`config.mk`:
```
export PLATFORM = sky130hd
export DESIGN_NAME = jelly_bean_taster_mc
export DESIGN_NICKNAME = d
export VERILOG_FILES = /design/src/rtl/jelly_bean_pkg.sv /design/src/rtl/jelly_bean_rsp_fifo.sv /design/src/rtl/jelly_bean_taster_mc.sv
export SDC_FILE = /design/constraint.sdc
export NUM_CORES = 1
export LEC_CHECK = 0
export CAP_MARGIN = 20
export CORE_MARGIN = 2
export CORE_UTILIZATION = 42
export CTS_CLUSTER_SIZE = 12
export DETAILED_ROUTE_END_ITERATION = 6
export PLACE_DENSITY = 0.75
export SETUP_SLACK_MARGIN = 0.1
export SYNTH_ARGS = -nofsm -noshare
export SYNTH_HDL_FRONTEND = slang
export SYNTH_SLANG_ARGS = --single-unit
```
`constraint.sdc`:
```
create_clock -name clk -period 2.2 [get_ports clk]
set_input_delay 0.66 -clock clk [delete_from_list [all_inputs] [get_ports clk]]
set_output_delay 0.66 -clock clk [all_outputs]
set_load 0.05 [all_outputs]
```
`src/rtl/jelly_bean_pkg.sv`:
```
// Shared types for the jelly bean taster family.
// Command/flavor/color/taste enums, the response entry and the taste rule.
package jelly_bean_pkg;

    localparam int CH_MAX_W   = 4;
    localparam int FLAV_MAX_W = 8;

    typedef enum logic [1:0] {
        NO_OP = 2'd0,
        READ  = 2'd1,
        WRITE = 2'd2
    } command_e;

    typedef enum logic [2:0] {
        NO_FLAVOR  = 3'd0,
        APPLE      = 3'd1,
        BLUEBERRY  = 3'd2,
        BUBBLE_GUM = 3'd3,
        CHOCOLATE  = 3'd4
    } flavor_e;

    typedef enum logic [1:0] {
        RED   = 2'd0,
        GREEN = 2'd1,
        BLUE  = 2'd2
    } color_e;

    typedef enum logic [1:0] {
        UNKNOWN = 2'd0,
        YUMMY   = 2'd1,
        YUCKY   = 2'd2
    } taste_e;

    // Wide enough for any legal channel count and flavor width.
    typedef struct packed {
        logic [CH_MAX_W-1:0]   ch;
        logic [FLAV_MAX_W-1:0] flavor;
        logic [1:0]            color;
        logic                  sugar_free;
        logic                  sour;
        taste_e                taste;
    } jelly_bean_rsp_s;

    function automatic taste_e taste_of(
        input logic [FLAV_MAX_W-1:0] flavor,
        input logic                  sour,
        input taste_e                old_taste
    );
        taste_e t;
        t = old_taste;
        if (flavor == FLAV_MAX_W'(CHOCOLATE) && sour) begin
            t = YUCKY;
        end else if (flavor != '0) begin
            t = YUMMY;
        end
        return t;
    endfunction

endpackage

```
`src/rtl/jelly_bean_rsp_fifo.sv`:
```
// Show-ahead response FIFO of jelly_bean_rsp_s entries.
// Push while full is accepted only together with a pop.
module jelly_bean_rsp_fifo
    import jelly_bean_pkg::*;
#(
    parameter int RSP_DEPTH = 4
) (
    input  logic            clk,
    input  logic            rst_n,
    input  logic            i_push,
    input  jelly_bean_rsp_s i_data,
    output logic            o_full,
    input  logic            i_pop,
    output logic            o_empty,
    output jelly_bean_rsp_s o_data
);

    localparam int AW = $clog2(RSP_DEPTH);
    localparam int CW = AW + 1;

    jelly_bean_rsp_s r_mem [RSP_DEPTH];
    logic [AW-1:0]   r_wr_ptr;
    logic [AW-1:0]   r_rd_ptr;
    logic [CW-1:0]   r_cnt;
    logic            w_push;
    logic            w_pop;

    // Status flags, qualified handshakes and the gated head entry.
    always_comb begin
        o_empty = (r_cnt == '0);
        o_full  = (r_cnt == CW'(RSP_DEPTH));
        w_pop   = i_pop && !o_empty;
        w_push  = i_push && (!o_full || w_pop);
        o_data  = o_empty ? '0 : r_mem[r_rd_ptr];
    end

    // Pointers and occupancy.
    always_ff @(posedge clk or negedge rst_n) begin
        if (!rst_n) begin
            r_wr_ptr <= '0;
            r_rd_ptr <= '0;
            r_cnt    <= '0;
        end else begin
            if (w_push) begin
                r_wr_ptr <= r_wr_ptr + AW'(1);
            end
            if (w_pop) begin
                r_rd_ptr <= r_rd_ptr + AW'(1);
            end
            r_cnt <= r_cnt + CW'(w_push) - CW'(w_pop);
        end
    end

    // Storage needs no reset: the head is masked while empty.
    always_ff @(posedge clk) begin
        if (w_push) begin
            r_mem[r_wr_ptr] <= i_data;
        end
    end

endmodule

```
`src/rtl/jelly_bean_taster_mc.sv`:
```
// Multi-channel jelly bean taster with tagged READ responses.
// Round-robin arbiter moves pending READs into a shared response FIFO.
module jelly_bean_taster_mc
    import jelly_bean_pkg::*;
#(
    parameter  int NUM_CH    = 4,
    parameter  int FLAVOR_W  = 3,
    parameter  int CNT_W     = 8,
    parameter  int RSP_DEPTH = 4,
    localparam int CH_W      = (NUM_CH > 1) ? $clog2(NUM_CH) : 1
) (
    input  logic                       clk,
    input  logic                       rst_n,
    input  logic [2*NUM_CH-1:0]        cmd,
    input  logic [FLAVOR_W*NUM_CH-1:0] flavor,
    input  logic [2*NUM_CH-1:0]        color,
    input  logic [NUM_CH-1:0]          sugar_free,
    input  logic [NUM_CH-1:0]          sour,
    output logic [2*NUM_CH-1:0]        taste,
    output logic                       rsp_valid,
    input  logic                       rsp_ready,
    output logic [CH_W-1:0]            rsp_ch,
    output logic [FLAVOR_W-1:0]        rsp_flavor,
    output logic [1:0]                 rsp_color,
    output logic                       rsp_sugar_free,
    output logic                       rsp_sour,
    output logic [1:0]                 rsp_taste,
    input  logic                       cnt_clr,
    output logic [CNT_W*NUM_CH-1:0]    yucky_cnt,
    output logic [NUM_CH-1:0]          cnt_ovf
);

    logic [FLAVOR_W-1:0]   r_flv   [NUM_CH];
    logic [1:0]            r_col   [NUM_CH];
    taste_e                r_taste [NUM_CH];
    logic [CNT_W-1:0]      r_cnt   [NUM_CH];
    logic [NUM_CH-1:0]     r_sf;
    logic [NUM_CH-1:0]     r_so;
    logic [NUM_CH-1:0]     r_ovf;
    logic [NUM_CH-1:0]     r_pend;
    logic [CH_W-1:0]       r_rr;

    logic [NUM_CH-1:0]     w_wr;
    logic [NUM_CH-1:0]     w_rd;
    logic [NUM_CH-1:0]     w_yuck;
    taste_e                w_tnew  [NUM_CH];
    logic [FLAV_MAX_W-1:0] w_fin   [NUM_CH];

    int                    w_j;
    logic                  w_gnt_vld;
    logic [CH_W-1:0]       w_gnt;
    logic [CH_W-1:0]       w_rr_nxt;
    logic                  w_full;
    logic                  w_empty;
    logic                  w_pop;
    logic                  w_push;
    jelly_bean_rsp_s       w_ent;
    jelly_bean_rsp_s       w_head;
    logic                  w_unused;

    // Command decode and next taste per channel; code 3 acts as NO_OP.
    always_comb begin
        for (int c = 0; c < NUM_CH; c++) begin
            w_wr[c]  = (cmd[2*c +: 2] == 2'(WRITE));
            w_rd[c]  = (cmd[2*c +: 2] == 2'(READ));
            w_fin[c] = '0;
            w_fin[c][FLAVOR_W-1:0] = flavor[FLAVOR_W*c +: FLAVOR_W];
            w_tnew[c] = taste_of(w_fin[c], sour[c], r_taste[c]);
            w_yuck[c] = w_wr[c] &&
                        (taste_of(w_fin[c], sour[c], UNKNOWN) == YUCKY);
        end
    end

    // Round-robin pick: lowest pending index at or after r_rr, wrapping.
    always_comb begin
        w_gnt_vld = 1'b0;
        w_gnt     = '0;
        w_j       = 0;
        for (int i = 0; i < NUM_CH; i++) begin
            w_j = int'(r_rr) + i;
            if (w_j >= NUM_CH) begin
                w_j = w_j - NUM_CH;
            end
            if (!w_gnt_vld && r_pend[w_j]) begin
                w_gnt_vld = 1'b1;
                w_gnt     = CH_W'(w_j);
            end
        end
    end

    // Push gating and the entry built from pre-edge register values.
    always_comb begin
        w_pop  = !w_empty && rsp_ready;
        w_push = w_gnt_vld && (!w_full || w_pop);
        w_ent  = '0;
        w_ent.ch[CH_W-1:0]         = w_gnt;
        w_ent.flavor[FLAVOR_W-1:0] = r_flv[w_gnt];
        w_ent.color      = r_col[w_gnt];
        w_ent.sugar_free = r_sf[w_gnt];
        w_ent.sour       = r_so[w_gnt];
        w_ent.taste      = r_taste[w_gnt];
        if (w_gnt == CH_W'(NUM_CH - 1)) begin
            w_rr_nxt = '0;
        end else begin
            w_rr_nxt = w_gnt + CH_W'(1);
        end
    end

    // Stored bean and taste; only a WRITE changes them.
    always_ff @(posedge clk or negedge rst_n) begin
        if (!rst_n) begin
            for (int c = 0; c < NUM_CH; c++) begin
                r_flv[c]   <= '0;
                r_col[c]   <= '0;
                r_taste[c] <= UNKNOWN;
            end
            r_sf <= '0;
            r_so <= '0;
        end else begin
            for (int c = 0; c < NUM_CH; c++) begin
                if (w_wr[c]) begin
                    r_flv[c]   <= flavor[FLAVOR_W*c +: FLAVOR_W];
                    r_col[c]   <= color[2*c +: 2];
                    r_sf[c]    <= sugar_free[c];
                    r_so[c]    <= sour[c];
                    r_taste[c] <= w_tnew[c];
                end
            end
        end
    end

    // Saturating YUCKY counters; clear beats increment.
    always_ff @(posedge clk or negedge rst_n) begin
        if (!rst_n) begin
            for (int c = 0; c < NUM_CH; c++) begin
                r_cnt[c] <= '0;
            end
            r_ovf <= '0;
        end else begin
            for (int c = 0; c < NUM_CH; c++) begin
                if (cnt_clr) begin
                    r_cnt[c] <= '0;
                    r_ovf[c] <= 1'b0;
                end else if (w_yuck[c]) begin
                    if (&r_cnt[c]) begin
                        r_ovf[c] <= 1'b1;
                    end else begin
                        r_cnt[c] <= r_cnt[c] + CNT_W'(1);
                    end
                end
            end
        end
    end

    // Pending READs and the round-robin pointer; a new READ wins.
    always_ff @(posedge clk or negedge rst_n) begin
        if (!rst_n) begin
            r_pend <= '0;
            r_rr   <= '0;
        end else begin
            for (int c = 0; c < NUM_CH; c++) begin
                r_pend[c] <= w_rd[c] ||
                             (r_pend[c] && !(w_push && (w_gnt == CH_W'(c))));
            end
            if (w_push) begin
                r_rr <= w_rr_nxt;
            end
        end
    end

    jelly_bean_rsp_fifo #(
        .RSP_DEPTH (RSP_DEPTH)
    ) u_rsp_fifo (
        .clk     (clk),
        .rst_n   (rst_n),
        .i_push  (w_push),
        .i_data  (w_ent),
        .o_full  (w_full),
        .i_pop   (w_pop),
        .o_empty (w_empty),
        .o_data  (w_head)
    );

    // Flatten per-channel state and unpack the FIFO head.
    always_comb begin
        taste     = '0;
        yucky_cnt = '0;
        for (int c = 0; c < NUM_CH; c++) begin
            taste[2*c +: 2]           = r_taste[c];
            yucky_cnt[CNT_W*c +: CNT_W] = r_cnt[c];
        end
        cnt_ovf        = r_ovf;
        rsp_valid      = !w_empty;
        rsp_ch         = w_head.ch[CH_W-1:0];
        rsp_flavor     = w_head.flavor[FLAVOR_W-1:0];
        rsp_color      = w_head.color;
        rsp_sugar_free = w_head.sugar_free;
        rsp_sour       = w_head.sour;
        rsp_taste      = w_head.taste;
        w_unused       = ^w_head;
    end

endmodule
```
Yosys cells after proc, flatten, opt, wreduce, memory -nomap -nowiden --
Memory sizes are Yosys's and may differ from the RTL's. Index checks and enable logic that the tools add are counted.
Word-level totals: bits in registers 85, latch bits 0, bits in writable memories 44, memory bits (read-only) 0, input bits 40, logic and storage cells 238, memories 1
Operators by class: $add $sub $neg 16, $mul 0, divide/modulo/power cells 0, order comparisons 10, equal/unequal tests 24, shift-type cells 0, mux-type cells 81, bitwise logic cells 1, reductions and logical operators 72
Memory list:
- u_rsp_fifo.r_mem | depth 4, bits a word 11, read ports 1, clocked after memory_dff 0, wr ports 1, line jelly_bean_rsp_fifo.sv:21 | jelly_bean_rsp_s r_mem [RSP_DEPTH];
Operator list (count):
- 32-bit by 4-bit less-than comparator with 1-bit output (second input constant) | 4
- 32-bit 2-to-1 mux | 4
- 8-bit 2-to-1 mux | 12
- 2-bit 2-to-1 mux | 21
- 8-bit by 1-bit adder with 8-bit output (second input constant) | 4
- 1-bit 2-to-1 mux | 32
- 8-bit AND reduction | 4
- 2-bit AND reduction | 12
- 2-bit nonzero test | 12
- 1-bit logical AND | 23
- 2-bit == test (second input constant) | 10
- 16-bit 2-to-1 mux | 1
- 3-bit == test (second input constant) | 5
- 1-bit binary-select mux with 2-bit select | 6
- 3-bit greater-or-equal comparator (second input constant) | 4
- 3-bit nonzero test | 4
- 3-bit by 3-bit subtractor with 4-bit output (second input constant) | 3
- 2-bit by 1-bit == test with 1-bit output (second input constant) | 5
- 1-bit logical NOT | 9
- 2-bit binary-select mux with 2-bit select | 2
- 2-bit != test (second input constant) | 4
- 2-bit by 1-bit adder with 2-bit output (second input constant) | 3
- 2-bit by 2-bit adder with 3-bit output (second input constant) | 2
- 3-bit binary-select mux with 2-bit select | 1
- 11 further kinds | 17

Longest topological paths before layout --
Gate-level depths: netlist of run 1.
word-level depth 20, gate-level depth with buffers 9

Cells and area by module --
Synthesis of run 1 repeated with hierarchy kept, for this count alone.
Unflattened totals: cells, all modules 516, area total of the unflattened synthesis 7165.6 um^2
By module, submodules not included:
- jelly_bean_taster_mc | instances 1, cells an instance 365, area an instance 3854.9 um^2
- jelly_bean_rsp_fifo | instances 1, cells an instance 151, area an instance 3310.7 um^2

Worst setup path after synthesis of run 1 --
OpenSTA, ideal clock, no wires.
path type flip-flop to output port, from register u_rsp_fifo.r_cnt[1], to output rsp_ch[0], arrival time 1.599 ns, slack -0.059 ns, stages on the path, launching flop included 4, cells stage by stage dfrtp_1 > or3_1 > clkbuf_1 > and2_1
On the way: cells in the longest elaborated chain, start to end 2
Ends and longest elaborated chain:
- start, declared | line jelly_bean_rsp_fifo.sv:24 | logic [CW-1:0] r_cnt;
- start signal, assigned | line jelly_bean_rsp_fifo.sv:50 | r_cnt <= r_cnt + CW'(w_push) - CW'(w_pop);
- 3-bit logical NOT | line jelly_bean_rsp_fifo.sv:30 | o_empty = (r_cnt == '0);
- 16-bit 2-to-1 mux | line jelly_bean_rsp_fifo.sv:34 | o_data = o_empty ? '0 : r_mem[r_rd_ptr];
- end, declared | line jelly_bean_taster_mc.sv:22 | output logic [CH_W-1:0] rsp_ch,
No other way between the ends.

Final worst setup path of run 1 --
from register u_rsp_fifo.r_rd_ptr[0], to output rsp_flavor[2]
On the way: cells in the longest elaborated chain, start to end 2
Ends and longest elaborated chain:
- start, declared | line jelly_bean_rsp_fifo.sv:23 | logic [AW-1:0] r_rd_ptr;
- start signal, assigned | line jelly_bean_rsp_fifo.sv:48 | r_rd_ptr <= r_rd_ptr + AW'(1);
- memory read 4 x 11 bit
- 16-bit 2-to-1 mux | line jelly_bean_rsp_fifo.sv:34
- end, declared | line jelly_bean_taster_mc.sv:23 | output logic [FLAVOR_W-1:0] rsp_flavor,
No other way between the ends.

==> flow_summary.json, run 1 <==
{
  "hold_slack_ns": 0.181,
  "ctsHtreeMaxLevel": 4,
  "synth.distinct_cells": 44,
  "total_chip_power_mw": 12.2,
  "numClockSinks": 129,
  "grt_util_all_layers_pct": 20.5,
  "post_route_cells_drive_above_1_share_pct": 32.6,
  "max_freq_ghz": 0.406,
  "setup_violations": 12,
  "count_of_flip_flops_with_a_built_in_enable_after_synthesis": 44,
  "antenna-diode-count": 0,
  "synth-seq-area-share_pct": 57.2,
  "clockRootBuffer": "sky130_fd_sc_hd__clkbuf_16",
  "globalRouteOverflowTotal": 0,
  "die_height_um": 124,
  "dominantRegCellSynth": "sky130_fd_sc_hd__dfrtp_1",
  "design.die.area_um2": 15300,
  "hold_path_class": "in2async",
  "synthDominantCellAreaShare_pct": 35.3,
  "port_buffers": 95,
  "run_status": "complete, but fails checks",
  "fp-row-count": 43,
  "timing.final.max_slew_violations": 0,
  "post_detailed_route_wirelength_per_cell_um": 18.0,
  "die_w_um": 124,
  "fin_setup_tns_ns": -2.81,
  "postPlaceCellArea_um2": 7460,
  "grt_start_max_net_pins": 46,
  "drt_first_iter_violations": 201,
  "synth_nets": 534,
  "starting_density_of_the_core_pct": 43.3,
  "worst_slack_ns": -0.265,
  "drt_pre_antenna_iters": 4,
  "clock_tree.buffer_depth": 2,
  "arrival_ns": 1.80,
  "worst_slew_pin_slew_ns": 0.490,
  "failing_checks": "negative setup slack",
  "cts_hold_repair.buffers": 0,
  "synth_warnings": 0,
  "tritoncts": "built",
  "power.ir.vdd_worst_mv": 0.724,
  "grt_first_pass_wirelength_mm": 23.3,
  "cp_max_fo": 6,
  "final-hold-violation-count": 0,
  "worst_slew_margin_rel_pct": 67.5,
  "clock_latency_ns": 0.42,
  "number_of_cts_inserted_buffers": 17,
  "final_core_util_pct": 60.1,
  "cellLeakagePower_nw": 3.62,
  "design.portCount": 96,
  "routed-via-count": 4319,
  "min_period_over_period_pct": 112,
  "hpwl_mm": 10.0,
  "clkSlewWorstSetupHoldPaths_ns": 0.05,
  "worst-setup-path-type": "reg2out",
  "maxCapViolCount": 0,
  "layout-area-overhead-vs-synth_pct": 39.0,
  "syn-cell-area_um2": 6030,
  "fill_cells": 1089,
  "postRouteAntennaNets": 0,
  "antenna_found_initial": 0,
  "drt-vias-per-instance": 5.22,
  "synth_area_leader_cell": "sky130_fd_sc_hd__dfrtp_1",
  "coreArea_um2": 13900,
  "worstSetupEndpointType": "output port",
  "postSynthCellCount": 479,
  "mostFrequentLayoutCells": "sky130_fd_sc_hd__buf_4, sky130_fd_sc_hd__dfrtp_1, sky130_fd_sc_hd__nor2_1, sky130_fd_sc_hd__edfxtp_1, sky130_fd_sc_hd__nand2_1",
  "critPathRequiredTime_ns": 1.54,
  "rsz0062_at_grt": "true",
  "synth_async_sr_flop_share_pct": 65.9,
  "final_area_um2": 8380,
  "count_of_unresolved_drc_violations_after_routing": 0,
  "nNetsFinal": 689,
  "min_period_ns": 2.46,
  "power.density_cell_area_nw_per_um2": 1450,
  "ys_ff_latch": 129,
  "layout.cells.most_common": "sky130_fd_sc_hd__buf_4",
  "routed_wirelength_mm": 14.9,
  "fin_skew_ns": 0.00586,
  "gp_congestion": 0.794,
  "syn-mean-instance-area_um2": 12.6,
  "synth.top_cells.by_area": "sky130_fd_sc_hd__dfrtp_1, sky130_fd_sc_hd__edfxtp_1, sky130_fd_sc_hd__mux2i_1",
  "grt_pass1_vias": 4413,
  "element_type_at_the_critical_path_start": "register"
}
-- state kept, by name (all words and copies together), names as in the netlist --
register             count
u_rsp_fifo.r_wr_ptr      2
r_rr                     2
r_sf                     4
r_col                    8
taste                    8
r_so                     4
u_rsp_fifo.r_cnt         3
u_rsp_fifo.r_mem        44
r_pend                   4
r_flv                   12
yucky_cnt               32
u_rsp_fifo.r_rd_ptr      2
cnt_ovf                  4
-- critical path: stages, from the launching register on --
cell and delay (ns):
sky130_fd_sc_hd__dfrtp_2 0.40, sky130_fd_sc_hd__clkbuf_16 0.17, sky130_fd_sc_hd__mux4_2 0.52, sky130_fd_sc_hd__and2_4 0.16
sky130_fd_sc_hd__buf_8 0.14
-- stage by stage --
step | setup slack (ns) | instances
floorplan | 0.105 | 479
global placement | -0.242 | 787
detailed placement | -0.288 | 787
CTS | -0.315 | 826
global route | -0.324 | 827
finish | -0.265 | 827
-- cell families after synthesis --
family / Yosys count / share of synthesized area, %
flops: 129 / 57.2
simple gates: 160 / 13.7
compound gates: 45 / 5.21
mux: 68 / 14.0
xor+xnor: 29 / 4.21
fa+ha+maj: 15 / 3.24
buf+inv: 33 / 2.41
-- cell usage after synthesis (2+ instances only) --
cell                        n
sky130_fd_sc_hd__dfrtp_1   85
sky130_fd_sc_hd__edfxtp_1  44
sky130_fd_sc_hd__nor2_1    44
sky130_fd_sc_hd__nand2_1   40
sky130_fd_sc_hd__mux2i_1   35
sky130_fd_sc_hd__and2_1    22
sky130_fd_sc_hd__mux2_2    21
sky130_fd_sc_hd__a21oi_1   17
sky130_fd_sc_hd__xnor2_1   17
sky130_fd_sc_hd__inv_1     16
sky130_fd_sc_hd__ha_1      14
sky130_fd_sc_hd__xor2_1    12
sky130_fd_sc_hd__mux4_2    11
sky130_fd_sc_hd__nand3_1   10
sky130_fd_sc_hd__nand4_1   10
sky130_fd_sc_hd__clkbuf_1   9
sky130_fd_sc_hd__or3_1      9
sky130_fd_sc_hd__and3_1     6
sky130_fd_sc_hd__o21ai_1    6
sky130_fd_sc_hd__and3b_1    4
sky130_fd_sc_hd__nor2b_1    4
sky130_fd_sc_hd__nor3b_2    4
sky130_fd_sc_hd__o31ai_1    4
sky130_fd_sc_hd__a31oi_1    3
sky130_fd_sc_hd__buf_4      3
sky130_fd_sc_hd__o211a_1    3
sky130_fd_sc_hd__o32ai_1    3
sky130_fd_sc_hd__a311oi_1   2
sky130_fd_sc_hd__a311oi_2   2
sky130_fd_sc_hd__buf_2      2
sky130_fd_sc_hd__inv_2      2
sky130_fd_sc_hd__nor4_2     2
sky130_fd_sc_hd__o21ai_0    2
-- metal layers --
| layer | up-vias | global-route usage (%) | wire, µm |
|---|---|---|---|
| li1 | 2035 | - | - |
| met1 | 2144 | 25.6 | 6200 |
| met2 | 119 | 34.3 | 7590 |
| met3 | 21 | 6.14 | 833 |
| met4 | 0 | 6.61 | 244 |
| met5 | - | 0 | 0 |
-- worst paths after layout --
path	to	from	cells after the start	slack, ns
setup / recovery	rsp_flavor[2]	u_rsp_fifo.r_rd_ptr[0]	4	-0.26
hold / removal	yucky_cnt[14]	rst_n	1	0.18
setup reg to reg	u_rsp_fifo.r_cnt[2]	u_rsp_fifo.r_cnt[0]	8	0.05
hold reg to reg	r_flv[6]	r_flv[6]	2	0.47
max in group asynchronous	u_rsp_fifo.r_rd_ptr[0]	rst_n	2	1.41
min in group clk	r_flv[6]	r_flv[6]	2	0.47
-- area by class of cell --
class	instances	area (µm²)	share of cell area (%)
Clock buffer	19	433	5.17
Clock inverter	13	191	2.28
Inverter	18	67.6	0.806
Multi-Input combinational cell	319	2590	30.9
Sequential cell	129	3450	41.2
Tap cell	180	225	2.69
Timing Repair Buffer	149	1420	17.0
-- where the power goes --
group / internal [mW] / leakage (nW) / switching [mW]
combinational: 2.58 / 1.84 / 2.80
sequential: 3.46 / 1.48 / 0.335
clock: 1.99 / 0.301 / 1.01
-- repair_timing --
item                                    in CTS  in global routing
pin swaps                                   15                  4
hold endpoints to repair                     0                  0
gates resized for setup                     43                 16
buffers inserted                             4                  0
endpoints found under the setup margin      23                 52
gates cloned                                 3                  1
Power figures use the tool's default switching activity.
==> run 2, diff against run 1 <==
--- a/config.mk
+++ b/config.mk
@@ -6,11 +6,13 @@
 export NUM_CORES = 1
 export LEC_CHECK = 0
 export CAP_MARGIN = 20
+export CELL_PAD_IN_SITES_DETAIL_PLACEMENT = 1
+export CELL_PAD_IN_SITES_GLOBAL_PLACEMENT = 2
 export CORE_MARGIN = 2
-export CORE_UTILIZATION = 42
+export CORE_UTILIZATION = 33
 export CTS_CLUSTER_SIZE = 12
 export DETAILED_ROUTE_END_ITERATION = 6
-export PLACE_DENSITY = 0.75
+export PLACE_DENSITY = 0.84
 export SETUP_SLACK_MARGIN = 0.1
 export SYNTH_ARGS = -nofsm -noshare
 export SYNTH_HDL_FRONTEND = slang
==> run 2 against run 1 <==
The run still ends with negative setup slack left. Cell count rose by 6.3%. Critical path depth did not move. Register-to-register slack barely moved. Wire length rose by 9.3%. Core utilization fell by 14 points. Sequential share of layout area rose by 0.14 points. Clock skew rose by 0.0039 ns. Sequential power barely moved. Cell area fell by 0.37%. Setup slack got worse by 0.032 ns. Clock power fell by 7.7%. Maximum frequency fell by 1.3%. Critical path type unchanged. Largest cell class unchanged. Largest power group unchanged.
==> flow_summary.json, run 2 (synthesis results as in run 1) <==
{
  "run_status": "complete, but fails checks",
  "failing_checks": "negative setup slack",
  "drt-vias-per-instance": 4.92,
  "globalRouteOverflowTotal": 0,
  "layout-area-overhead-vs-synth_pct": 38.5,
  "largest_reg_flops": 44,
  "coreArea_um2": 18000,
  "min_period_ns": 2.50,
  "largest-register": "u_rsp_fifo.r_mem",
  "final-hold-violation-count": 0,
  "design.die.area_um2": 19400,
  "mostFrequentLayoutCells": "sky130_fd_sc_hd__buf_4, sky130_fd_sc_hd__dfrtp_1, sky130_fd_sc_hd__nor2_1, sky130_fd_sc_hd__edfxtp_1, sky130_fd_sc_hd__nand2_1",
  "antenna-diode-count": 0,
  "grt_first_pass_wirelength_mm": 26.8,
  "hold_slack_ns": 0.261,
  "routed-via-count": 4327,
  "worstSetupEndpointType": "output port",
  "tritoncts": "built",
  "post_detailed_route_wirelength_per_cell_um": 18.5,
  "post_layout_nonfiller_instances": 879,
  "routed_wirelength_mm": 16.3,
  "fin_skew_ns": 0.00975,
  "timing.final.max_slew_violations": 0,
  "postPlaceCellArea_um2": 7530,
  "number_of_cts_inserted_buffers": 17,
  "die_w_um": 139,
  "cellLeakagePower_nw": 3.63,
  "dpl.cell_count": 836,
  "total_chip_power_mw": 11.8,
  "design.portCount": 96,
  "worst_slew_pin_slew_ns": 0.742,
  "fp-row-count": 49,
  "power.ir.vdd_worst_mv": 1.23,
  "rsz0062_at_grt": "true",
  "numClockSinks": 129,
  "arrival_ns": 1.84,
  "nNetsFinal": 692,
  "count_of_unresolved_drc_violations_after_routing": 0,
  "antenna_found_initial": 0,
  "grt_util_all_layers_pct": 17.8,
  "grt_pass1_vias": 4881,
  "worst_slack_ns": -0.296,
  "gp_congestion": 0.783,
  "max_freq_ghz": 0.401,
  "ctsHtreeMaxLevel": 4,
  "grt_start_max_net_pins": 86,
  "clockRootBuffer": "sky130_fd_sc_hd__clkbuf_16",
  "final_core_util_pct": 46.5,
  "post_route_cells_drive_above_1_share_pct": 32.3,
  "clock_latency_ns": 0.42,
  "final_area_um2": 8350,
  "cp_max_fo": 6,
  "element_type_at_the_critical_path_start": "register",
  "power.density_cell_area_nw_per_um2": 1410,
  "hold_path_class": "in2async",
  "postRouteAntennaNets": 0,
  "die_height_um": 139,
  "layout.cells.most_common": "sky130_fd_sc_hd__buf_4",
  "worst-setup-path-type": "reg2out",
  "clock_tree.buffer_depth": 2,
  "port_buffers": 95,
  "drt_pre_antenna_iters": 4,
  "clkSlewWorstSetupHoldPaths_ns": 0.06,
  "detailedPlace.worstSlack_ns": -0.338,
  "critPathRequiredTime_ns": 1.54,
  "setup_violations": 12,
  "fin_setup_tns_ns": -3.15,
  "hpwl_mm": 11.7,
  "starting_density_of_the_core_pct": 33.6,
  "worst_slew_margin_rel_pct": 50.4,
  "min_period_over_period_pct": 113,
  "maxCapViolCount": 0,
  "drt_first_iter_violations": 169
}
==> run 2: cell types whose count changed in the layout (fill, tap and decap cells not counted), moves of 2 or more <==
| cell | change |
|---|---|
| sky130_fd_sc_hd__mux2i_4 | -2 |
| sky130_fd_sc_hd__clkinv_2 | +2 |
| sky130_fd_sc_hd__mux2i_2 | -3 |
| sky130_fd_sc_hd__clkinv_1 | -4 |
| sky130_fd_sc_hd__buf_4 | +5 |
| sky130_fd_sc_hd__clkbuf_8 | +3 |
| sky130_fd_sc_hd__mux2i_1 | +5 |
| sky130_fd_sc_hd__inv_4 | +2 |
| sky130_fd_sc_hd__bufinv_16 | -3 |
==> run 2: report_power, final <==
part | internal (mW) | switching (mW) | leakage (nW)
clock | 1.75 | 1.02 | 0.287
sequential | 3.46 | 0.340 | 1.48
combinational | 2.50 | 2.73 | 1.86
==> run 2: metal layers <==
| layer | vias to the layer above | global-route usage (%) | part of all wire, % |
|---|---|---|---|
| li1 | 2032 | - | - |
| met1 | 2185 | 22.1 | 43 |
| met2 | 95 | 30.0 | 51 |
| met3 | 15 | 5.15 | 5.2 |
| met4 | 0 | 5.64 | 1.4 |
| met5 | - | 0 | 0 |
==> run 2: final timing paths <==
kind	to	slack, ns	from	cells past startpoint
min in group clk	r_flv[6]	0.47	r_flv[6]	2
max reg2reg	u_rsp_fifo.r_cnt[2]	0.06	u_rsp_fifo.r_cnt[0]	8
max in group asynchronous	u_rsp_fifo.r_wr_ptr[1]	1.53	rst_n	2
min	yucky_cnt[25]	0.26	rst_n	2
min reg2reg	r_flv[6]	0.47	r_flv[6]	2
max	rsp_flavor[0]	-0.30	u_rsp_fifo.r_rd_ptr[0]	4
==> run 2: final cells by class <==
type	instances	area, µm²
fillers	1843	9610
flip-flops and latches	129	3450
multi-input cells	317	2520
repair buffers	154	1450
clock buffers	22	474
well taps	229	287
clock inverters	10	108
inverters	18	67.6
==> run 2: timing repair <==
| item | 4_1_cts | 5_1_grt |
|---|---|---|
| buffers inserted | 8 | 2 |
| pin swaps | 14 | 1 |
| resized for setup | 44 | 4 |
| hold buffers | 0 | 0 |
| setup endpoints to repair | 15 | 21 |
| cloned | 1 | 0 |
==> run 2: worst max-delay path, stage by stage (launching register included) <==
cell and delay (ns):
sky130_fd_sc_hd__dfrtp_2 0.41, sky130_fd_sc_hd__buf_12 0.15, sky130_fd_sc_hd__mux4_2 0.54, sky130_fd_sc_hd__and2_4 0.16, sky130_fd_sc_hd__buf_6 0.14
